$ cat src/rtl/cnn_pkg.sv
// Shared types, default kernel and output clamp for the CNN streaming datapath.
package cnn_pkg;
  localparam int PIX_W      = 8;
  localparam int CNN_COEF_W = 12;
  localparam int ACC_W      = 24;

  typedef logic        [PIX_W-1:0]      pixel_t;
  typedef logic signed [CNN_COEF_W-1:0] coef_t;
  typedef logic signed [ACC_W-1:0]      acc_t;
  typedef coef_t [0:8]                  kernel_t;

  // Index 0 (top-left) sits in the MSBs.
  localparam kernel_t DEFAULT_KERNEL = {12'sd1, 12'sd2, 12'sd1,
                                        12'sd2, 12'sd4, 12'sd2,
                                        12'sd1, 12'sd2, 12'sd1};

  function automatic pixel_t saturate_u8(input acc_t v);
    if (v < 0)        return '0;
    else if (v > 255) return 8'hff;
    else              return v[PIX_W-1:0];
  endfunction
endpackage

$ cat src/rtl/cnn_line_buffer.sv
// Two-row column-addressed line buffer; returns the pixels one and two rows above.
module cnn_line_buffer
  import cnn_pkg::*;
#(
  parameter int IMG_W = 32
) (
  input  logic                     clk,
  input  logic                     en,
  input  logic [$clog2(IMG_W)-1:0] col,
  input  pixel_t                   din,
  output pixel_t                   above1,
  output pixel_t                   above2
);
  pixel_t row1 [IMG_W];
  pixel_t row2 [IMG_W];

  assign above1 = row1[col];
  assign above2 = row2[col];

  // Each column slot ages by one row per write.
  always_ff @(posedge clk) begin
    if (en) begin
      row2[col] <= row1[col];
      row1[col] <= din;
    end
  end
endmodule

$ cat src/rtl/cnn_axis_conv3x3.sv
// AXI4-Stream 3x3 valid-mode convolution: line buffer, 3x3 window, 2-stage MAC, clamped 8-bit output.
module cnn_axis_conv3x3
  import cnn_pkg::*;
#(
  parameter int                  IMG_W  = 32,
  parameter int                  IMG_H  = 32,
  parameter int                  COEF_W = CNN_COEF_W,
  parameter logic [9*COEF_W-1:0] KERNEL = DEFAULT_KERNEL,
  parameter int                  SHIFT  = 4
) (
  input  logic       clk_i,
  input  logic       rst_i,
  input  logic [7:0] s_axis_tdata,
  input  logic       s_axis_tvalid,
  output logic       s_axis_tready,
  input  logic       s_axis_tlast,
  output logic [7:0] m_axis_tdata,
  output logic       m_axis_tvalid,
  input  logic       m_axis_tready,
  output logic       m_axis_tlast
);
  localparam int CW     = $clog2(IMG_W);
  localparam int RW     = $clog2(IMG_H);
  localparam int STAGES = 2;

  logic              adv, accept, win_ok, at_end;
  logic [CW-1:0]     col;
  logic [RW-1:0]     row;
  pixel_t            above1, above2;
  pixel_t [0:8]      win, win_nx;
  acc_t   [0:8]      prod;
  acc_t   [0:2]      s1_row;
  acc_t              sum;
  logic [STAGES:1]   vld_pipe, last_pipe;

  // The whole pipeline moves together; only output backpressure stalls it.
  assign adv           = !m_axis_tvalid || m_axis_tready;
  assign s_axis_tready = !rst_i && adv;
  assign accept        = s_axis_tvalid && s_axis_tready;
  assign win_ok        = (row >= RW'(2)) && (col >= CW'(2));
  assign at_end        = (row == RW'(IMG_H-1)) && (col == CW'(IMG_W-1));

  cnn_line_buffer #(.IMG_W(IMG_W)) u_lb (
    .clk    (clk_i),
    .en     (accept),
    .col    (col),
    .din    (s_axis_tdata),
    .above1 (above1),
    .above2 (above2)
  );

  always_comb begin
    win_nx = win;
    for (int r = 0; r < 3; r++) begin
      win_nx[3*r]   = win[3*r+1];
      win_nx[3*r+1] = win[3*r+2];
    end
    win_nx[2] = above2;
    win_nx[5] = above1;
    win_nx[8] = s_axis_tdata;
  end

  // Products use the post-shift window so stage 1 lines up with the accepting beat.
  for (genvar i = 0; i < 9; i++) begin : g_tap
    assign prod[i] = acc_t'(signed'({1'b0, win_nx[i]})) *
                     acc_t'(signed'(KERNEL[(8-i)*COEF_W +: COEF_W]));
  end

  assign sum = s1_row[0] + s1_row[1] + s1_row[2];

  always_ff @(posedge clk_i) begin
    if (rst_i) begin
      col          <= '0;
      row          <= '0;
      win          <= '0;
      s1_row       <= '0;
      vld_pipe     <= '0;
      last_pipe    <= '0;
      m_axis_tdata <= '0;
    end else begin
      if (accept) begin
        win <= win_nx;
        if (s_axis_tlast || at_end) begin
          col <= '0;
          row <= '0;
        end else if (col == CW'(IMG_W-1)) begin
          col <= '0;
          row <= row + 1'b1;
        end else begin
          col <= col + 1'b1;
        end
      end
      if (adv) begin
        vld_pipe[1]  <= accept && win_ok;
        last_pipe[1] <= accept && win_ok && at_end;
        for (int r = 0; r < 3; r++)
          s1_row[r] <= prod[3*r] + prod[3*r+1] + prod[3*r+2];
        vld_pipe[2]  <= vld_pipe[1];
        last_pipe[2] <= last_pipe[1];
        if (vld_pipe[1])
          m_axis_tdata <= saturate_u8(acc_t'(sum >>> SHIFT));
      end
    end
  end

  assign m_axis_tvalid = vld_pipe[STAGES];
  assign m_axis_tlast  = last_pipe[STAGES];
endmodule

$ cat config.mk
export PLATFORM = sky130hd
export DESIGN_NAME = cnn_axis_conv3x3
export DESIGN_NICKNAME = d
export VERILOG_FILES = /design/src/rtl/cnn_pkg.sv /design/src/rtl/cnn_line_buffer.sv /design/src/rtl/cnn_axis_conv3x3.sv
export SDC_FILE = /design/constraint.sdc
export NUM_CORES = 1
export LEC_CHECK = 0
export CAP_MARGIN = 20
export CORE_MARGIN = 5
export CORE_UTILIZATION = 55
export DETAILED_ROUTE_END_ITERATION = 6
export PLACE_DENSITY = 0.69
export SLEW_MARGIN = 10
export SYNTH_ARGS = -nofsm -noshare
export SYNTH_HDL_FRONTEND = slang
export SYNTH_SLANG_ARGS = --single-unit
export TNS_END_PERCENT = 10
$ cat constraint.sdc
create_clock -name clk_i -period 7.6 [get_ports clk_i]
set_clock_uncertainty 0.1 [all_clocks]
set_input_delay 0.76 -clock clk_i [delete_from_list [all_inputs] [get_ports clk_i]]
set_output_delay 0.76 -clock clk_i [all_outputs]
set_load 0.1 [all_outputs]
* Word-level counts from Yosys, hierarchy flattened
Memory sizes are Yosys's and may differ from the RTL's. A register that Yosys moved wholly into a read port is not among the register bits. Index checks and enable logic that the tools add are counted.
Cells by class: add/subtract/negate cells 10, order comparisons 4, equal/unequal tests 2, mux-type cells 12, reduce and logical (&&, ||, !) cells 13
Operators with widths (number):
- 24-bit adder | 2
- 5-bit 2-to-1 mux | 8
- 10-bit by 8-bit adder with 11-bit output | 2
- 8-bit by 9-bit adder with 10-bit output | 2
- 20-bit by 9-bit greater-than comparator with 1-bit output (second input constant) | 1
- 20-bit by 1-bit less-than comparator with 1-bit output (second input constant) | 1
- 8-bit 2-to-1 mux | 2
- 11-bit by 9-bit adder with 12-bit output | 1
- 9-bit by 10-bit adder with 11-bit output | 1
- 5-bit by 1-bit adder with 5-bit output (second input constant) | 2
- 5-bit equality test (second input constant) | 2
- 5-bit by 2-bit greater-or-equal comparator with 1-bit output (second input constant) | 2
- 1-bit logical AND | 6
- 2-bit AND reduction | 2
- 1-bit zero test | 2
- 1-bit logical OR | 2
- 1-bit 2-to-1 mux | 2
- 2-bit nonzero test | 1
Storage, ports and cells: register bits 142, memory bits (writable) 512, output and inout port bits 11, memories 2
Memories:
- u_lb.row1 | depth 32, width 8, rd ports 1, clocked after Yosys merged registers in 1, wr ports 1, RTL line cnn_line_buffer.sv:14 | pixel_t row1 [IMG_W];
- u_lb.row2 | depth 32, width 8, rd ports 1, clocked after Yosys merged registers in 1, wr ports 1, RTL line cnn_line_buffer.sv:15 | pixel_t row2 [IMG_W];

* Depth between registers and ports, before layout
Gate-level depths: netlist of run 1.
depth in word-level cells 6, gate-level depth with buffers 19

* Cells and area by module
From an unflattened synthesis of run 1, not the netlist that was laid out.
Second synthesis, totals: cells, all modules 1702, area total of the unflattened synthesis 25293.0 um2
By module, submodules not included:
- cnn_line_buffer | instances 1, cells an instance 1070, area an instance 19736.4 um2, seq. area each 15374.7 um2
- cnn_axis_conv3x3 | instances 1, cells an instance 632, area an instance 5556.6 um2, seq. area each 2001.9 um2

* Worst setup path after synthesis of run 1
No wires, ideal clock.
path type reg2reg, from register (tool-made name), to register s1_row[34] in the netlist's numbering, library setup time 133 ps, arrival 3828 ps, setup slack 3540 ps, stages on the path, launching flop included 17, clock period less this slack 4060 ps, cells stage by stage dfxtp_1 -> buf_6 -> buf_8 -> buf_12 -> mux2i_1 -> a22oi_1 -> o21ai_0 -> a211oi_1 -> a211o_1 -> fa_1 -> fa_1 -> a21o_1 -> a21oi_1 -> nor2b_1 -> or4_1 -> a31oi_1 -> a21oi_1
RTL lines:
- to (signal, indexed assignment) | RTL line cnn_axis_conv3x3.sv:97 | s1_row[r] <= prod[3*r] + prod[3*r+1] + prod[3*r+2];
- to (decl) | RTL line cnn_axis_conv3x3.sv:32 | acc_t [0:2] s1_row;

==> metrics.csv, run 1 <==
stage;metric;value;unit
critical_path;critPathCaptureType;flip-flop;
clock_network;root_buffer;clkbuf_16;
yosys;syn_nets;1817;
clock_network;ctsHoldBuffers;0;
floorplanning;fp.dieW;226.8;um
yosys;synth_top_cell_by_area;edfxtp_1;
finish;nets;1870;
timing;tightest_slew;1.035;ns
finish;diodes;0;
global_routing;track_usage;23.04;%
yosys;synth_top_area_share;59.48;%
floorplanning;io_pins;24;
drt;first_pass_iters;7;
floorplanning;initial_core_util;55.52;%
finish;postLayoutCoreUtil;61.69;%
global_routing;grt_pass1_wl;89.48;mm
drt;drc_errors;0;
drt;drt-initial-drc-count;1540;
drt;vias;14714;
yosys;synthesis.instances;1727;
drt;drtAntennaViolNets;0;
finish;drive_gt1_share;11.30;%
floorplanning;core.rowCount;79;
yosys;synth.most_common_cell;edfxtp_1;
yosys;synth_cell_types;60;
floorplanning;die_y;226.8;um
clock_network;clock_sinks;617;
critical_path;worstPathMaxFanout;62;
yosys;synthesis.area;0.02585;sq mm
timing;maxSlewHeadroom;30.98;%
placed_design;dp_hpwl;34.39;mm
placed_design;numPortBuffers;23;
yosys;syn_avg_cell_area;14.97;sq um
yosys;yosys-top-cells-area;edfxtp_1, mux2i_1, dfxtp_1;
global_routing;grt_pass1_vias;14567;
floorplanning;coreArea;0.04656;sq mm
critical_path;cp-start-kind;flip-flop;
drt;vias_per_cell;6.033;
clock_network;h-tree-depth;2;
floorplanning;die_area;0.05143;sq mm
clock_network;postCtsSetupRepairBufs;0;
critical_path;crit_required;7.98;ns
clock_network;cts_tree;done;
flow_run;max_cap_violations;0;
yosys;synthFlopType;edfxtp_1;
power_and_ir_drop;worst_ir_drop_vdd;0.0001725;V
yosys;synth_seq_cells;617;
drt;routed_wl;58.95;mm
yosys;synthTopCellsByCount;edfxtp_1, mux2i_1, nand2_1;
finish;area_growth;11.11;%
timing;timing.setup.tns;0;ns
timing;finalSetupViolations;0;
timing;rsz0062_at_grt;false;
global_routing;grt_overflow_total;0;
timing;period_needed;5.036;ns
drt;avgRoutedWirePerCell;24.17;um
global_routing;antenna_found_initial;1;
timing;timing.hold.ws;0.3539;ns
timing;max_freq;198.6;MHz
power_and_ir_drop;p_leak;9.636;nW
critical_path;worst-setup-path-type;flip-flop to flip-flop;
yosys;ys.warnings.count;0;
critical_path;worstPathArrival;5.41;ns
run_status;status;finished, final reports clean;
power_and_ir_drop;total_power;0.007275;W
timing;setup_ws;2.564;ns
clock_network;clock_latency;0.62;ns
clock_network;cts_max_path_buffers;3;
yosys;synth_edf_count;512;
yosys;synth-seq-area-share;67.62;%
global_routing;grt_max_degree;65;
timing;finalCritPeriodShare;66.27;%
hold_path;hp-class;flip-flop to flip-flop;
placed_design;routabilityCongestion;0.8804;
clock_network;numCtsBuffers;60;
clock_network;cts.repair.resized;0;
clock_network;cts.clk_slew.worst_paths;0.06;ns
placed_design;dp_slack;2.653;ns
timing;slew_viol_final;0;
timing;hold_viol;0;
power_and_ir_drop;power_density;253.3;mW/mm^2
yosys;synthArstFlopShare;0;%
## worst max-delay path: stages, from the launching register on
cell and delay [ns]:
dfxtp_4 0.92, buf_12 0.45, mux2i_1 0.16, a22oi_1 0.25
o21ai_0 0.15, a211oi_1 0.48, a211o_1 0.23, fa_1 0.45
fa_1 0.47, a21o_1 0.17, a21oi_1 0.21, nor2b_1 0.09
or4_1 0.39, a31oi_1 0.19, a21oi_1 0.08
## through the flow
step,instances,instance area [sq um]
floorplan,1727,25850
global placement,2324,26740
detailed placement,2324,26740
CTS,2438,28700
global route,2439,28720
finish,2439,28720
## layout by cell type, fill, tap and decap left out, types with 7 or more instances in the layout
| master | n |
|---|---|
| o21ai_0 | 35 |
| xor2_1 | 7 |
| nor2_1 | 58 |
| and3_1 | 12 |
| inv_1 | 20 |
| clkinv_2 | 19 |
| or4_1 | 8 |
| nand2_1 | 140 |
| nor2b_1 | 20 |
| edfxtp_1 | 512 |
| a211oi_1 | 24 |
| mux2_2 | 28 |
| a21o_1 | 10 |
| a22o_1 | 16 |
| a21oi_1 | 65 |
| a211o_1 | 16 |
| nor3_1 | 10 |
| fa_1 | 33 |
| clkdlybuf4s50_1 | 22 |
| mux2i_1 | 238 |
| o22ai_1 | 16 |
| buf_4 | 62 |
| ha_1 | 44 |
| xnor2_1 | 11 |
| a22oi_1 | 83 |
| dfxtp_1 | 104 |
| clkbuf_1 | 12 |
| nor4b_1 | 7 |
| nand3_1 | 41 |
| clkinv_1 | 9 |
| clkbuf_16 | 61 |
## registers in the layout, indices dropped and copies added (netlist names), named ones only
name,count
row,5
m_axis_tdata,8
vld_pipe,2
u_lb.row2,256
s1_row,30
win,48
u_lb.row1,256
last_pipe,2
col,5
## metal layers
metal	vias up	global-route usage (%)	part of all wire (%)
met5	-	0	0
met4	0	6.676	2.4
met3	75	3.690	7.2
met2	508	36.43	47
met1	7417	33.56	43
li1	6714	-	-
## cells by family (layout without fill, tap and decap cells)
logic type	count (synthesis)	after routing	share of synthesized area, %
flops	617	617	67.62
mux	269	269	10.57
xor+xnor	18	18	0.6099
simple gates	330	330	6.012
buf+inv	118	223	2.754
fa+ha+maj	77	77	4.686
compound gates	298	298	7.755
## cell type report
class                   count  area, sq um
multi-input cells         992         7689
fillers                  3351        17840
clock inverters            37        339.1
clock buffers              77         1627
well taps                 607        759.5
flip-flops and latches    617        17480
inverters                  21        78.83
repair buffers             88        745.7
## report_power, final
part           internal, W  switching [W]  total, W
sequential         0.00372      0.0000451   0.00376
clock              0.00171        0.00123   0.00294
combinational     0.000225       0.000341  0.000566
## final timing paths
path                                      start         endpoint  slack (ns)  cells after the start
worst max register to register        flip-flop       s1_row[34]        2.56                     14
worst min-delay path            m_axis_tdata[0]  m_axis_tdata[0]        0.35                      2
worst max-delay path                  flip-flop       s1_row[34]        2.56                     14
worst min register to register  m_axis_tdata[0]  m_axis_tdata[0]        0.35                      2
(Power assumes the default switching activity.)
==> inputs of run 2 (changes only) <==
Clock period 7.6 ns to 5.2 ns, I/O delays scaled along.
==> run 2 against run 1 <==
  * Hold slack better by 0.0064 ns
  * Register-to-register slack got worse by 1.9 ns
  * Routed wire length increased by 2.9%
  * Highest routed layer unchanged
  * Critical endpoint unchanged
  * Utilization up 0.073 points
  * Largest power group unchanged
  * Setup slack lost 1.9 ns
  * Critical path type unchanged
==> metrics.csv, run 2 (synthesis gave the netlist of run 1 again) <==
stage;metric;value;unit;change
run_status;status;finished, final reports clean;;unchanged
clock_network;root_buffer;clkbuf_16;;unchanged
hold_path;hp-class;flip-flop to flip-flop;;unchanged
finish;drive_gt1_share;11.39;%;was 11.30%
clock_network;h-tree-depth;2;;unchanged
timing;finalCritPeriodShare;86.55;%;was 66.27%
placed_design;dpl_cell_area;0.02688;sq mm;was 0.02674 sq mm
finish;reg.largest.list;u_lb.row1 x256, u_lb.row2 x256, win x48;;unchanged
timing;period_needed;4.501;ns;was 5.036 ns
global_routing;antenna_found_initial;0;;was 1
finish;area_growth;11.24;%;was 11.11%
critical_path;worstPathArrival;4.88;ns;was 5.41 ns
floorplanning;die_y;226.8;um;unchanged
power_and_ir_drop;worst_ir_drop_vdd;0.0002778;V;was 0.0001725 V
floorplanning;core.rowCount;79;;unchanged
critical_path;cpPeakStageDelay;0.55;ns;was 0.92 ns
floorplanning;coreArea;0.04656;sq mm;unchanged
finish;diodes;0;;unchanged
critical_path;crit_required;5.58;ns;was 7.98 ns
drt;vias_per_cell;6.036;;was 6.033
drt;drc_errors;0;;unchanged
timing;max_freq;222.2;MHz;was 198.6 MHz
timing;hold_viol;0;;unchanged
drt;avgRoutedWirePerCell;24.76;um;was 24.17 um
global_routing;grt_pass1_vias;14743;;was 14.57k
critical_path;cp_num_buf_inv;2;;was 1
floorplanning;fp.dieW;226.8;um;unchanged
critical_path;critPathCaptureType;flip-flop;;unchanged
critical_path;cp_top_family;compound AO/OA/AOI/OAI gates;;unchanged
finish;final_common_cell;edfxtp_1;;unchanged
power_and_ir_drop;internal_power;0.008121;W;was 0.005657 W
global_routing;grt_overflow_total;0;;unchanged
drt;routed_wl;60.67;mm;was 58.95 mm
critical_path;worstPathMaxFanout;18;;was 62
global_routing;grt_pass1_wl;91.86;mm;was 89.48 mm
placed_design;place_inst;2338;;was 2324
placed_design;numPortBuffers;23;;unchanged
clock_network;ctsHoldBuffers;0;;unchanged
drt;drtAntennaViolNets;0;;unchanged
timing;rsz0062_at_grt;false;;unchanged
placed_design;routabilityCongestion;0.8477;;was 0.8804
finish;fin_area;0.02875;sq mm;was 0.02872 sq mm
clock_network;cts.repair.resized;0;;unchanged
drt;vias;14787;;was 14.71k
timing;timing.hold.ws;0.3604;ns;was 0.3539 ns
floorplanning;initial_core_util;55.52;%;unchanged
timing;slew_viol_final;0;;unchanged
global_routing;track_usage;23.73;%;was 23.04%
power_and_ir_drop;p_leak;9.663;nW;was 9.636 nW
power_and_ir_drop;p_sw_share;22.62;%;was 22.23%
power_and_ir_drop;power_switching;0.002375;W;was 0.001617 W
clock_network;postCtsSetupRepairBufs;0;;unchanged
critical_path;cp-start-kind;flip-flop;;unchanged
power_and_ir_drop;power_density;365.0;mW/mm^2;was 253.3 mW/mm^2
power_and_ir_drop;p_comb_share;8.1;%;was 7.8%
clock_network;cts.clk_slew.worst_paths;0.06;ns;about the same
power_and_ir_drop;seq_power_share;52.4;%;was 51.7%
timing;finalSetupViolations;0;;unchanged
flow_run;max_cap_violations;0;;unchanged
floorplanning;die_area;0.05143;sq mm;unchanged
finish;nets;1883;;was 1870
drt;first_pass_iters;5;;was 7
critical_path;crit_slowest_cell;fa_1;;was dfxtp_4
finish;final_cells;2450;;was 2439
critical_path;worst-setup-path-type;flip-flop to flip-flop;;unchanged
drt;drt-initial-drc-count;1491;;was 1540
clock_network;clock_sinks;617;;unchanged
clock_network;numCtsBuffers;60;;unchanged
clock_network;cts_tree;done;;unchanged
clock_network;cts_max_path_buffers;3;;unchanged
timing;maxSlewHeadroom;33.04;%;was 30.98%
timing;timing.setup.tns;0;ns;unchanged
finish;mostFrequentLayoutCells;edfxtp_1, mux2i_1, nand2_1, dfxtp_1, a22oi_1;;unchanged
power_and_ir_drop;p_clk_share;39.5;%;was 40.5%
placed_design;dp_hpwl;37.27;mm;was 34.39 mm
hold_path;hp-start;win[8];;was m_axis_tdata[0]
critical_path;crit_chain;and2_2, buf_4, a22oi_1, o21ai_0, a211oi_1, nor3_2, fa_1, inv_1, ha_1, fa_1, a21o_1, a21oi_1, nor2b_1, or4_1, a31oi_1, a21oi_1;;was buf_12, mux2i_1, a22oi_1, o21ai_0, a211oi_1, a211o_1, fa_1, fa_1, a21o_1, a21oi_1, nor2b_1, or4_1, a31oi_1, a21oi_1
timing;tightest_slew;1.003;ns;was 1.035 ns
clock_network;clock_latency;0.62;ns;about the same
floorplanning;io_pins;24;;unchanged
global_routing;grt_max_degree;64;;was 65
run 2: cell count changes in the layout (fill, tap and decap cells not counted), sizes merged:
cell / previous run / this run
clkinv: 29 / 21
clkbuf: 77 / 87
clkinvlp: 1 / 0
buf: 66 / 79
bufinv: 6 / 2
inv: 22 / 23
run 2: area by class of cell:
cell class / count / area [sq um]
sequential: 617 / 17480
fill: 3402 / 17800
clock buffer: 87 / 1694
timing repair buffer: 101 / 873.3
multi-input combinational: 992 / 7689
clock inverter: 25 / 177.7
tap: 607 / 759.5
inverter: 21 / 78.83
run 2: metal layers:
metal	GRT usage, %	routed length, um
met1	35.14	26470
met2	36.76	28010
met3	4.221	4663
met4	6.559	1525
met5	0	0
run 2: worst min-delay path, stage by stage (launching register included):
cell	delay [ns]
dfxtp_1	0.31
nand3_1	0.06
nand2_1	0.04
run 2: path summary, 6_finish.rpt:
check | endpoint | slack (ns) | cells after the start
setup / recovery | s1_row[34] | 0.70 | 16
hold / removal | win[8] | 0.36 | 2
setup reg to reg | s1_row[34] | 0.70 | 16
hold reg to reg | win[8] | 0.36 | 2
run 2: power by group through the flow:
| stage | Combinational (W) | Sequential, W | Clock (W) |
|---|---|---|---|
| after floorplan | 0.000562 | 0.00559 | 0 |
| after global placement | 0.000827 | 0.00560 | 0 |
| after detailed placement | 0.000843 | 0.00560 | 0 |
| after CTS | 0.000852 | 0.00550 | 0.00421 |
| after global routing | 0.000943 | 0.00551 | 0.00441 |
| final | 0.000854 | 0.00550 | 0.00414 |
run 2: stage by stage:
| step | setup slack (ns) | utilization, % | total power (W) |
|---|---|---|---|
| final | 0.6994 | 61.76 | 0.01050 |
| after global routing | 0.5014 | 61.76 | 0.01086 |
| after CTS | 0.6789 | 61.76 | 0.01056 |
| after detailed placement | 0.7216 | 57.74 | 0.006447 |
| after global placement | 0.7798 | 57.74 | 0.006430 |
| after floorplan | 1.140 | - | 0.006149 |
